**src/rtl/tape_pkg.sv**
```systemverilog
// Shared definitions for the tape seek sequencer: controller states,
// default geometry/timing constants and a transport status helper.
package tape_pkg;

    typedef enum logic [2:0] {
        IDLE     = 3'd0,
        SEEK_FWD = 3'd1,
        SEEK_REW = 3'd2,
        STOPPING = 3'd3,
        PLAY_ARM = 3'd4,
        PLAY     = 3'd5,
        ERR      = 3'd6
    } tape_state_e;

    localparam int DEF_W        = 16;
    localparam int DEF_TAPE_LEN = 4096;
    localparam int DEF_FF_STEP  = 4;
    localparam int DEF_RW_STEP  = 4;
    localparam int DEF_ACK_TO   = 8;

    // More than one of play/reverse/forward reported at once is a transport fault.
    function automatic logic multi_hot3(input logic p, input logic r, input logic f);
        return (p & r) | (p & f) | (r & f);
    endfunction

endpackage

```
**src/rtl/tape_pos_ctr.sv**
```systemverilog
// Saturating tape position tracker driven by the transport motion status.
// Pos and Eot are both registered from the same next-position value so they
// always agree in the same cycle.
module tape_pos_ctr
    import tape_pkg::*;
#(
    parameter int W        = DEF_W,
    parameter int TAPE_LEN = DEF_TAPE_LEN,
    parameter int FF_STEP  = DEF_FF_STEP,
    parameter int RW_STEP  = DEF_RW_STEP
) (
    input  logic         Clk,
    input  logic         Rst_n,
    input  logic         P,
    input  logic         R,
    input  logic         F,
    output logic [W-1:0] Pos,
    output logic         Eot
);

    localparam logic [W:0] LAST_POS = (W+1)'(TAPE_LEN - 1);
    localparam logic [W:0] FF_INC   = (W+1)'(FF_STEP);
    localparam logic [W:0] RW_DEC   = (W+1)'(RW_STEP);
    localparam logic [W:0] PL_INC   = (W+1)'(1);

    logic [W:0] pos_ext_s;
    logic [W:0] nxt_pos_s;

    // Next position: hold on a status fault, otherwise step and clamp to the tape ends.
    always_comb begin
        pos_ext_s = {1'b0, Pos};
        nxt_pos_s = pos_ext_s;
        if (multi_hot3(P, R, F)) begin
            nxt_pos_s = pos_ext_s;
        end else if (F) begin
            if ((pos_ext_s + FF_INC) > LAST_POS) begin
                nxt_pos_s = LAST_POS;
            end else begin
                nxt_pos_s = pos_ext_s + FF_INC;
            end
        end else if (R) begin
            if (pos_ext_s < RW_DEC) begin
                nxt_pos_s = {(W+1){1'b0}};
            end else begin
                nxt_pos_s = pos_ext_s - RW_DEC;
            end
        end else if (P) begin
            if (pos_ext_s >= LAST_POS) begin
                nxt_pos_s = LAST_POS;
            end else begin
                nxt_pos_s = pos_ext_s + PL_INC;
            end
        end else begin
            nxt_pos_s = pos_ext_s;
        end
    end

    // Position and end-of-tape flag registers.
    always_ff @(posedge Clk or negedge Rst_n) begin
        if (!Rst_n) begin
            Pos <= {W{1'b0}};
            Eot <= 1'b0;
        end else begin
            Pos <= nxt_pos_s[W-1:0];
            Eot <= (nxt_pos_s == LAST_POS);
        end
    end

endmodule

```
**src/rtl/tape_seek_ctrl.sv**
```systemverilog
// Seek sequencer: turns one "seek to target [and play]" command into the
// PL/RE/FF/ST command stream for the tape transport, watching P/R/F for
// acknowledgement and tracking tape position.
module tape_seek_ctrl
    import tape_pkg::*;
#(
    parameter int W        = DEF_W,
    parameter int TAPE_LEN = DEF_TAPE_LEN,
    parameter int FF_STEP  = DEF_FF_STEP,
    parameter int RW_STEP  = DEF_RW_STEP,
    parameter int ACK_TO   = DEF_ACK_TO
) (
    input  logic         Clk,
    input  logic         Rst_n,
    input  logic         Go,
    input  logic [W-1:0] Target,
    input  logic         AutoPlay,
    input  logic         StopReq,
    input  logic         P,
    input  logic         R,
    input  logic         F,
    output logic         PL,
    output logic         RE,
    output logic         FF,
    output logic         ST,
    output logic [W-1:0] Pos,
    output logic         Busy,
    output logic         Done,
    output logic         Err,
    output logic         Eot
);

    localparam logic [W:0]    LAST_POS = (W+1)'(TAPE_LEN - 1);
    localparam logic [W:0]    TAPE_END = (W+1)'(TAPE_LEN);
    localparam logic [W:0]    FF_INC   = (W+1)'(FF_STEP);
    localparam logic [W:0]    RW_DEC   = (W+1)'(RW_STEP);
    localparam int            TW       = $clog2(ACK_TO + 1);
    localparam logic [TW-1:0] TMO_LAST = TW'(ACK_TO - 1);
    localparam logic [TW-1:0] TMO_ONE  = TW'(1);

    tape_state_e   state_r;
    logic [W-1:0]  tgt_r;
    logic          autoplay_r;
    logic          aborted_r;
    logic          acked_r;
    logic [TW-1:0] tmo_r;

    logic [W:0]    pos_ext_s;
    logic [W:0]    tgt_ext_s;
    logic [W-1:0]  go_tgt_s;
    logic [W:0]    go_ext_s;
    logic          fwd_need_s;
    logic          rew_need_s;
    logic          fwd_done_s;
    logic          rew_done_s;
    logic          fault_s;
    logic          moving_s;
    logic          tmo_exp_s;

    tape_pos_ctr #(
        .W        (W),
        .TAPE_LEN (TAPE_LEN),
        .FF_STEP  (FF_STEP),
        .RW_STEP  (RW_STEP)
    ) u_pos (
        .Clk   (Clk),
        .Rst_n (Rst_n),
        .P     (P),
        .R     (R),
        .F     (F),
        .Pos   (Pos),
        .Eot   (Eot)
    );

    // Target clamping and the distance comparisons used by the sequencer.
    always_comb begin
        pos_ext_s = {1'b0, Pos};
        tgt_ext_s = {1'b0, tgt_r};
        if ({1'b0, Target} >= TAPE_END) begin
            go_tgt_s = LAST_POS[W-1:0];
        end else begin
            go_tgt_s = Target;
        end
        go_ext_s   = {1'b0, go_tgt_s};
        fwd_need_s = (pos_ext_s + FF_INC) < go_ext_s;
        rew_need_s = pos_ext_s > (go_ext_s + RW_DEC);
        fwd_done_s = ((pos_ext_s + FF_INC) >= tgt_ext_s) || Eot;
        rew_done_s = (pos_ext_s <= (tgt_ext_s + RW_DEC)) || (Pos == {W{1'b0}});
        fault_s    = multi_hot3(P, R, F);
        moving_s   = P | R | F;
        tmo_exp_s  = (tmo_r == TMO_LAST);
    end

    // Sequencer FSM; every output is registered here alongside the state.
    always_ff @(posedge Clk or negedge Rst_n) begin
        if (!Rst_n) begin
            state_r    <= IDLE;
            tgt_r      <= {W{1'b0}};
            autoplay_r <= 1'b0;
            aborted_r  <= 1'b0;
            acked_r    <= 1'b0;
            tmo_r      <= {TW{1'b0}};
            PL         <= 1'b0;
            RE         <= 1'b0;
            FF         <= 1'b0;
            ST         <= 1'b0;
            Busy       <= 1'b0;
            Done       <= 1'b0;
            Err        <= 1'b0;
        end else begin
            RE   <= 1'b0;
            FF   <= 1'b0;
            ST   <= 1'b0;
            Done <= 1'b0;
            case (state_r)
                IDLE, ERR: begin
                    if (Go && !StopReq) begin
                        tgt_r      <= go_tgt_s;
                        autoplay_r <= AutoPlay;
                        aborted_r  <= 1'b0;
                        acked_r    <= 1'b0;
                        tmo_r      <= {TW{1'b0}};
                        Err        <= 1'b0;
                        if (fwd_need_s) begin
                            FF      <= 1'b1;
                            Busy    <= 1'b1;
                            state_r <= SEEK_FWD;
                        end else if (rew_need_s) begin
                            RE      <= 1'b1;
                            Busy    <= 1'b1;
                            state_r <= SEEK_REW;
                        end else if (AutoPlay) begin
                            PL      <= 1'b1;
                            Busy    <= 1'b1;
                            state_r <= PLAY_ARM;
                        end else begin
                            Done    <= 1'b1;
                            Busy    <= 1'b0;
                            state_r <= IDLE;
                        end
                    end else if (fault_s && (state_r == IDLE)) begin
                        ST      <= 1'b1;
                        Err     <= 1'b1;
                        PL      <= 1'b0;
                        Busy    <= 1'b0;
                        state_r <= ERR;
                    end else begin
                        state_r <= state_r;
                    end
                end

                SEEK_FWD, SEEK_REW: begin
                    if (fault_s ||
                        (!(acked_r || ((state_r == SEEK_FWD) ? F : R)) && tmo_exp_s &&
                         !StopReq && !((state_r == SEEK_FWD) ? fwd_done_s : rew_done_s))) begin
                        ST      <= 1'b1;
                        Err     <= 1'b1;
                        PL      <= 1'b0;
                        Busy    <= 1'b0;
                        state_r <= ERR;
                    end else if (StopReq) begin
                        ST        <= 1'b1;
                        PL        <= 1'b0;
                        aborted_r <= 1'b1;
                        tmo_r     <= {TW{1'b0}};
                        state_r   <= STOPPING;
                    end else if ((state_r == SEEK_FWD) ? fwd_done_s : rew_done_s) begin
                        ST      <= 1'b1;
                        tmo_r   <= {TW{1'b0}};
                        state_r <= STOPPING;
                    end else begin
                        tmo_r <= tmo_r + TMO_ONE;
                        if ((state_r == SEEK_FWD) ? F : R) begin
                            acked_r <= 1'b1;
                        end else begin
                            acked_r <= acked_r;
                        end
                    end
                end

                STOPPING: begin
                    if (fault_s || (moving_s && tmo_exp_s)) begin
                        ST      <= 1'b1;
                        Err     <= 1'b1;
                        PL      <= 1'b0;
                        Busy    <= 1'b0;
                        state_r <= ERR;
                    end else if (!moving_s) begin
                        tmo_r <= {TW{1'b0}};
                        if (autoplay_r && !aborted_r) begin
                            PL      <= 1'b1;
                            state_r <= PLAY_ARM;
                        end else begin
                            Done    <= 1'b1;
                            Busy    <= 1'b0;
                            state_r <= IDLE;
                        end
                    end else begin
                        tmo_r <= tmo_r + TMO_ONE;
                    end
                end

                PLAY_ARM: begin
                    if (fault_s || (!P && !StopReq && tmo_exp_s)) begin
                        ST      <= 1'b1;
                        Err     <= 1'b1;
                        PL      <= 1'b0;
                        Busy    <= 1'b0;
                        state_r <= ERR;
                    end else if (StopReq) begin
                        ST        <= 1'b1;
                        PL        <= 1'b0;
                        aborted_r <= 1'b1;
                        tmo_r     <= {TW{1'b0}};
                        state_r   <= STOPPING;
                    end else if (P) begin
                        tmo_r   <= {TW{1'b0}};
                        state_r <= PLAY;
                    end else begin
                        tmo_r <= tmo_r + TMO_ONE;
                    end
                end

                PLAY: begin
                    if (fault_s) begin
                        ST      <= 1'b1;
                        Err     <= 1'b1;
                        PL      <= 1'b0;
                        Busy    <= 1'b0;
                        state_r <= ERR;
                    end else if (StopReq || Eot) begin
                        ST         <= 1'b1;
                        PL         <= 1'b0;
                        autoplay_r <= 1'b0;
                        tmo_r      <= {TW{1'b0}};
                        state_r    <= STOPPING;
                    end else begin
                        state_r <= PLAY;
                    end
                end

                default: begin
                    PL      <= 1'b0;
                    Busy    <= 1'b0;
                    state_r <= IDLE;
                end
            endcase
        end
    end

endmodule

```
**config.mk**
```make
export PLATFORM = sky130hd
export DESIGN_NAME = tape_seek_ctrl
export DESIGN_NICKNAME = d
export VERILOG_FILES = /design/src/rtl/tape_pkg.sv /design/src/rtl/tape_pos_ctr.sv /design/src/rtl/tape_seek_ctrl.sv
export SDC_FILE = /design/constraint.sdc
export NUM_CORES = 1
export LEC_CHECK = 0
export ABC_CLOCK_PERIOD_IN_PS = 4550
export CAP_MARGIN = 0
export CORE_ASPECT_RATIO = 1.4
export CORE_MARGIN = 4
export CORE_UTILIZATION = 55
export CTS_BUF_LIST = sky130_fd_sc_hd__clkbuf_4
export DETAILED_ROUTE_END_ITERATION = 7
export HOLD_SLACK_MARGIN = 0.03
export PLACE_DENSITY = 0.8
export SLEW_MARGIN = 40
export SYNTH_ARGS = -nofsm -noshare
export SYNTH_HDL_FRONTEND = slang
export SYNTH_SLANG_ARGS = --single-unit
```
**constraint.sdc**
```tcl
create_clock -name Clk -period 4.55 [get_ports Clk]
set_input_delay 0.91 -clock Clk [delete_from_list [all_inputs] [get_ports Clk]]
set_output_delay 0.91 -clock Clk [all_outputs]
set_load 0.05 [all_outputs]
```
==> run_results.csv, run 1 <==
group,metric,value,unit
cts,cts_tree,"built",
die,initial_core_util,56.54,%
cts,insertion_delay,410,ps
sta,finClkSkew,18.04,ps
yosys,synth_cells,736,
worst_setup_path,worstPathMaxFanout,6,
cts,cts_root_buf,"clkbuf_4",
sta,tns,0,ps
cells_and_area,drive_above_1_share,9.296,%
yosys,synth_enable_flop_cells,0,
power,p_total,3.792,mW
global_route,grt_pass1_wl,30.10,mm
worst_setup_path,crit_type,"primary input to flip-flop",
yosys,ys_seq_area_share,22.23,%
worst_setup_path,worst_setup_path_end_kind,"flip-flop",
route,drc,0,
yosys,synth.avg_cell_area,7.647,µm²
power,max-vdd-ir-drop,0.0003135,V
die,core_area,9953,µm²
yosys,ys_seq_elements,50,
placed_design,port_buffers,47,
cts,clock_sinks,50,
route,drtIter0Drc,520,
cts,cts_inserted_buffers,5,
worst_setup_path,start_kind,"primary input",
sta,slew_headroom,50.47,%
global_route,grt_pass1_vias,6001,
job,drv_cap,0,
sta,max_slew.worst_pin.slew,724.3,ps
worst_setup_path,crit_buf_inv,2,
worst_setup_path,cp_slowest_cell,"or4_4",
yosys,ys.flop_type,"dfrtp_1",
yosys,ys_warn_count,0,
global_route,grt-ovfl-total,0,
route,wl_per_cell,20.22,µm
global_route,grt_max_degree,51,
cts,clockBufferDepth,2,
die,die_h,127.7,µm
yosys,syn_area,5628,µm²
sta,fin_crit,4283,ps
die,die_w,93.49,µm
route,routed_wl,18.82,mm
cells_and_area,final_cell_mix,"69 x ha_1, 66 x nor2_1, 65 x nand2_1",
worst_hold_path,hold_class,"flip-flop to flip-flop",
sta,min_period_over_period,94.12,%
sta,drv_slew,0,
die,rows,43,
global_route,grtUsageTotal,31.91,%
worst_setup_path,path_cells,"clkdlybuf4s50_1 > or4_4 > buf_4 > o21ai_0 > nor2_1 > nand2_1 > nor3_1 > xor2_1 > ha_1 > nand4_1 > or4_1 > or2_2 > nand2_1 > nor3_1 > nand4b_1 > mux2_1",
cts,htree_levels,2,
cells_and_area,syn2layout_area_growth,15.63,%
yosys,synth.distinct_cells,71,
worst_setup_path,cpPeakStageDelay,580,ps
route,drtAntennaViolNets,0,
power,p_leak,2.817,nW
worst_setup_path,worst-endpoint-required,4870,ps
die,ios,48,
die,die_area,11940,µm²
global_route,antenna_found_initial,0,
worst_setup_path,arrival,4600,ps
yosys,synth-async-reset-ratio,100.0,%
sta,final-setup-viol-count,0,
cts,clk_pin_slew,170,ps
route,vias_per_cell,6.530,
route,vias,6079,
cells_and_area,diodes,0,
placed_design,hpwlAfterDp,14.69,mm
power,pwr_density_cell,582.7,nW/µm²
sta,hold_viol,0,
worst_setup_path,crit_family,"simple AND/OR/NAND/NOR gates",
cells_and_area,final_common_cell,"ha_1",
status,status,"completed",
route,drt_first_pass_iters,5,
cells_and_area,nFillCells,876,
placed_design,gp_congestion,0.9931,
sta,grt_setup_unrepaired,"false",
cts,cts_setup_buffers,0,
sta,fmax,233.5,MHz
cells_and_area,nets,889,
layout make-up:
type / count / area, µm² / area share, %
Sequential cell: 50 / 1251 / 19.23
Clock buffer: 5 / 37.54 / 0.5768
Multi-Input combinational cell: 612 / 4091 / 62.87
Inverter: 39 / 146.4 / 2.250
Tap cell: 135 / 168.9 / 2.596
Timing Repair Buffer: 88 / 773.2 / 11.88
Clock inverter: 2 / 38.79 / 0.5960
Yosys cell counts (3+ instances only):
cell | count | share of area, %
a31oi_1 | 15 | 1.7
o21a_1 | 6 | 0.80
a2111oi_0 | 3 | 0.47
buf_2 | 6 | 0.53
ha_1 | 69 | 15
xnor2_1 | 26 | 4.0
nand4_1 | 19 | 2.1
o211ai_1 | 11 | 1.5
a211oi_1 | 4 | 0.53
o311ai_0 | 3 | 0.47
nor2_1 | 66 | 4.4
or4_1 | 6 | 0.80
inv_1 | 39 | 2.6
o21ai_0 | 44 | 3.9
xor2_1 | 13 | 2.0
a21o_1 | 12 | 1.6
a21oi_1 | 48 | 4.3
and3_1 | 12 | 1.3
o31ai_1 | 9 | 1.2
or3_1 | 7 | 0.78
o21ai_1 | 3 | 0.27
nor3_1 | 26 | 2.3
nand2_1 | 65 | 4.3
nand3_1 | 33 | 2.9
mux2i_1 | 3 | 0.53
or2_2 | 12 | 1.3
clkbuf_1 | 32 | 2.1
a41oi_1 | 3 | 0.47
and2_1 | 4 | 0.44
a311oi_1 | 6 | 0.93
a221oi_1 | 4 | 0.62
nand2b_1 | 11 | 1.2
nor2b_1 | 8 | 0.89
dfrtp_1 | 50 | 22
nor4_1 | 11 | 1.2
worst paths after layout:
kind,from,end,slack (ps),depth (start not counted)
max,Target[13],state_r[1],270,16
max reg2reg,u_pos.Pos[2],Busy,400,15
min reg2reg,acked_r,acked_r,510,2
min,acked_r,acked_r,510,2
max in group asynchronous,Rst_n,state_r[0],3460,2
min in group asynchronous,Rst_n,tgt_r[9],620,2
logic make-up (layout without fill, tap and decap cells):
logic type	count (synthesis)	after routing	synth area share, %
adder cells (fa/ha/maj)	69	69	15.34
AO/OA/AOI/OAI	199	199	23.41
multiplexers	5	5	0.9337
XOR/XNOR	39	39	6.069
other	1	7	0.06663
buffers and inverters	80	134	5.669
flip-flops	50	50	22.23
AND/OR/NAND/NOR	293	293	26.28
worst reg2reg max path: cells and delay by family, from the launching register on:
kind / cells / cell delay (ps)
AND/OR/NAND/NOR: 2 / 800
adder cells (fa/ha/maj): 2 / 740
AO/OA/AOI/OAI: 8 / 1550
XOR/XNOR: 1 / 240
buffers and inverters: 2 / 320
flip-flops: 1 / 400
what timing repair did:
| item | 4_1_cts | 5_1_grt |
|---|---|---|
| endpoints found under the setup margin | 0 | 3 |
| gates resized for setup | 0 | 4 |
| hold buffers | 0 | 0 |
per-layer routing:
metal / track usage, % / up-vias / share of wire (%)
met2: 53.33 / 295 / 48
met4: 17.34 / 0 / 5.8
met3: 3.993 / 89 / 6.7
li1: - / 2828 / -
met1: 39.61 / 2867 / 40
met5: 0 / - / 0
where the power goes:
group	total (mW)	switching [mW]	internal, mW	leakage, nW
Combinational	2.69	1.68	1.01	2.17
Clock	0.279	0.165	0.114	0.0413
Sequential	0.821	0.220	0.600	0.610
Total	3.79	2.07	1.72	2.82
state kept, by name, indices dropped and copies added, names as in the netlist, 3 cells and up:
name,cells
state_r,3
tmo_r,4
u_pos.Pos,16
tgt_r,16
through the flow:
step | setup WS (ps) | instance area, µm² | utilization [%] | hold WS [ps] | instances
after CTS | 131.0 | 6496 | 65.27 | 506.6 | 931
after global routing | 75.90 | 6507 | 65.38 | 525.5 | 931
after floorplan | 195.2 | 5650 | - | 443.9 | 742
after global placement | -173.6 | 6420 | 64.50 | 458.9 | 924
after detailed placement | -310.4 | 6420 | 64.50 | 471.5 | 924
final | 267.4 | 6507 | 65.38 | 507.1 | 931
(Power assumes the default switching activity.)
==> inputs of run 2 (changes only) <==
--- a/config.mk
+++ b/config.mk
@@ -7,7 +7,6 @@
 export LEC_CHECK = 0
 export ABC_CLOCK_PERIOD_IN_PS = 4550
 export CAP_MARGIN = 0
-export CORE_ASPECT_RATIO = 1.4
 export CORE_MARGIN = 4
 export CORE_UTILIZATION = 55
 export CTS_BUF_LIST = sky130_fd_sc_hd__clkbuf_4
==> run 2 against run 1 <==
  * Fmax shrank 0.37%
  * Combinational power is essentially flat
  * Worst setup slack lost 16 ps
  * Global-route usage grew 0.33 points
  * Via count shrank 0.38%
  * Sequential power grew 2%
  * Critical path depth is the same
  * Largest power group unchanged
  * Sequential share of layout area grew 0.067 points
  * Clock power grew 5%
  * Cell count shrank 0.43%
  * Routed wire length is essentially flat
  * Total power grew 0.87%
==> run_results.csv, run 2 (synthesis results as in run 1) <==
group,metric,value,unit
route,vias_per_cell,6.533,
worst_hold_path,min_from,"acked_r",
global_route,antenna_found_initial,0,
global_route,grt_max_degree,51,
sta,fin_crit,4298,ps
die,die_area,11910,µm²
sta,final-setup-viol-count,0,
worst_setup_path,worst_setup_path_end_kind,"flip-flop",
route,routed_wl,18.84,mm
cts,clockBufferDepth,2,
sta,min_period_over_period,94.47,%
sta,grt_setup_unrepaired,"false",
placed_design,hpwlAfterDp,14.72,mm
global_route,grtUsageTotal,32.24,%
placed_design,place_ws,-317.3,ps
worst_setup_path,crit_type,"primary input to flip-flop",
die,rows,36,
worst_setup_path,crit_start,"Target[13]",
sta,drv_slew,0,
cts,cts_root_buf,"clkbuf_4",
worst_setup_path,r2r_setup_slack,370,ps
cts,cts_inserted_buffers,5,
die,initial_core_util,57.05,%
cts,clk_pin_slew,180,ps
die,core_area,9864,µm²
sta,hold_viol,0,
cells_and_area,syn2layout_area_growth,15.23,%
cts,insertion_delay,420,ps
cells_and_area,nets,886,
die,ios,48,
cells_and_area,final_cell_mix,"69 x ha_1, 66 x nor2_1, 65 x nand2_1",
status,status,"completed",
global_route,grt_pass1_wl,30.26,mm
cts,cts_tree,"built",
placed_design,placed_cells,919,
cells_and_area,fin_area,6485,µm²
sta,max_slew.worst_pin.slew,749.7,ps
global_route,grt_pass1_vias,6134,
sta,finClkSkew,18.04,ps
worst_hold_path,whs_endpoint,"acked_r",
worst_setup_path,arrival,4620,ps
die,die_w,109.2,µm
sta,fmax,232.6,MHz
worst_setup_path,reg2regPathDepth,16,
cts,htree_levels,2,
sta,setup_ws,251.7,ps
worst_setup_path,r2r-end,"PL",
route,drtAntennaViolNets,0,
route,drt_first_pass_iters,5,
placed_design,gp_congestion,0.9720,
worst_hold_path,hold_class,"flip-flop to flip-flop",
sta,slew_headroom,48.72,%
route,drtIter0Drc,686,
sta,tns,0,ps
route,wl_per_cell,20.32,µm
die,die_h,109.2,µm
cells_and_area,final_cells,927,
placed_design,place_area,6395,µm²
cells_and_area,diodes,0,
cts,clock_sinks,50,
power,max-vdd-ir-drop,0.0003010,V
cells_and_area,drive_above_1_share,8.942,%
cells_and_area,largest_registers,"tgt_r: 16 flops, u_pos.Pos: 16 flops, tmo_r: 4 flops",
placed_design,port_buffers,47,
worst_setup_path,worstPathMaxFanout,7,
power,p_total,3.825,mW
power,pwr_density_cell,589.8,nW/µm²
global_route,grt-ovfl-total,0,
worst_setup_path,start_kind,"primary input",
job,drv_cap,0,
power,p_leak,2.804,nW
worst_hold_path,whs_path_depth,2,
cells_and_area,final_common_cell,"ha_1",
worst_setup_path,worst-endpoint-required,4870,ps
route,drc,0,
worst_setup_path,timing.rr.start,"tgt_r[4]",
route,vias,6056,
run 2: cell types whose count changed in the layout (fill, tap and decap cells not counted), sizes merged:
cell,change
clkinvlp,+1
buf,-3
clkinv,-1
inv,+1
run 2: what timing repair did:
action,CTS,global route
hold buffers,0,0
endpoints found under the setup margin,0,4
endpoints found under the hold margin,0,0
setup buffers,0,0
resized for setup,0,2
run 2: area by class of cell:
type                    count  area, µm²
clock buffers               5      37.54
clock inverters             3      48.80
fillers                   849       3379
inverters                  39      146.4
multi-input cells         612       4084
flip-flops and latches     50       1251
well taps                 133      166.4
repair buffers             85      750.7
run 2: how the worst max path moves through the flow:
stage | slack (ps) | cells past startpoint | endpoint
2_1_floorplan | 200 | 17 | state_r[1]
3_3_place_gp | -140 | 16 | state_r[2]
3_5_place_dp | -320 | 16 | state_r[2]
4_1_cts | 140 | 16 | state_r[2]
5_1_grt | 20 | 17 | state_r[1]
6_report | 250 | 16 | state_r[1]
run 2: worst max-delay path, stage by stage:
cell and delay (ps):
clkdlybuf4s50_1 400, or4_4 580, nor2_1 150, inv_1 90, ha_1 220, nand2_1 120, nor3_1 70, xor2_1 150
ha_1 310, nand4_1 110, or4_1 550, or2_2 340, nand2_1 90, nor3_1 50, nand4b_1 160, mux2_1 310
run 2: routing by layer:
metal / vias up / GRT usage (%) / wire, µm
li1: 2826 / - / -
met1: 2806 / 41.06 / 7877
met2: 336 / 52.59 / 8582
met3: 88 / 5.684 / 1576
met4: 0 / 15.69 / 802
met5: - / 0 / 0
run 2: report_power, final:
part | internal (mW) | leakage, nW | total, mW | switching, mW
clock network | 0.119 | 0.0433 | 0.293 | 0.174
registers | 0.600 | 0.610 | 0.841 | 0.241
logic | 1.01 | 2.15 | 2.69 | 1.68
run 2: stage by stage:
| stage | util, % | hold slack (ps) |
|---|---|---|
| after CTS | 65.70 | 509.8 |
| after detailed placement | 64.83 | 472.5 |
| after global placement | 64.83 | 466.8 |
| after floorplan | - | 443.9 |
| final | 65.74 | 505.2 |
| after global routing | 65.74 | 534.6 |
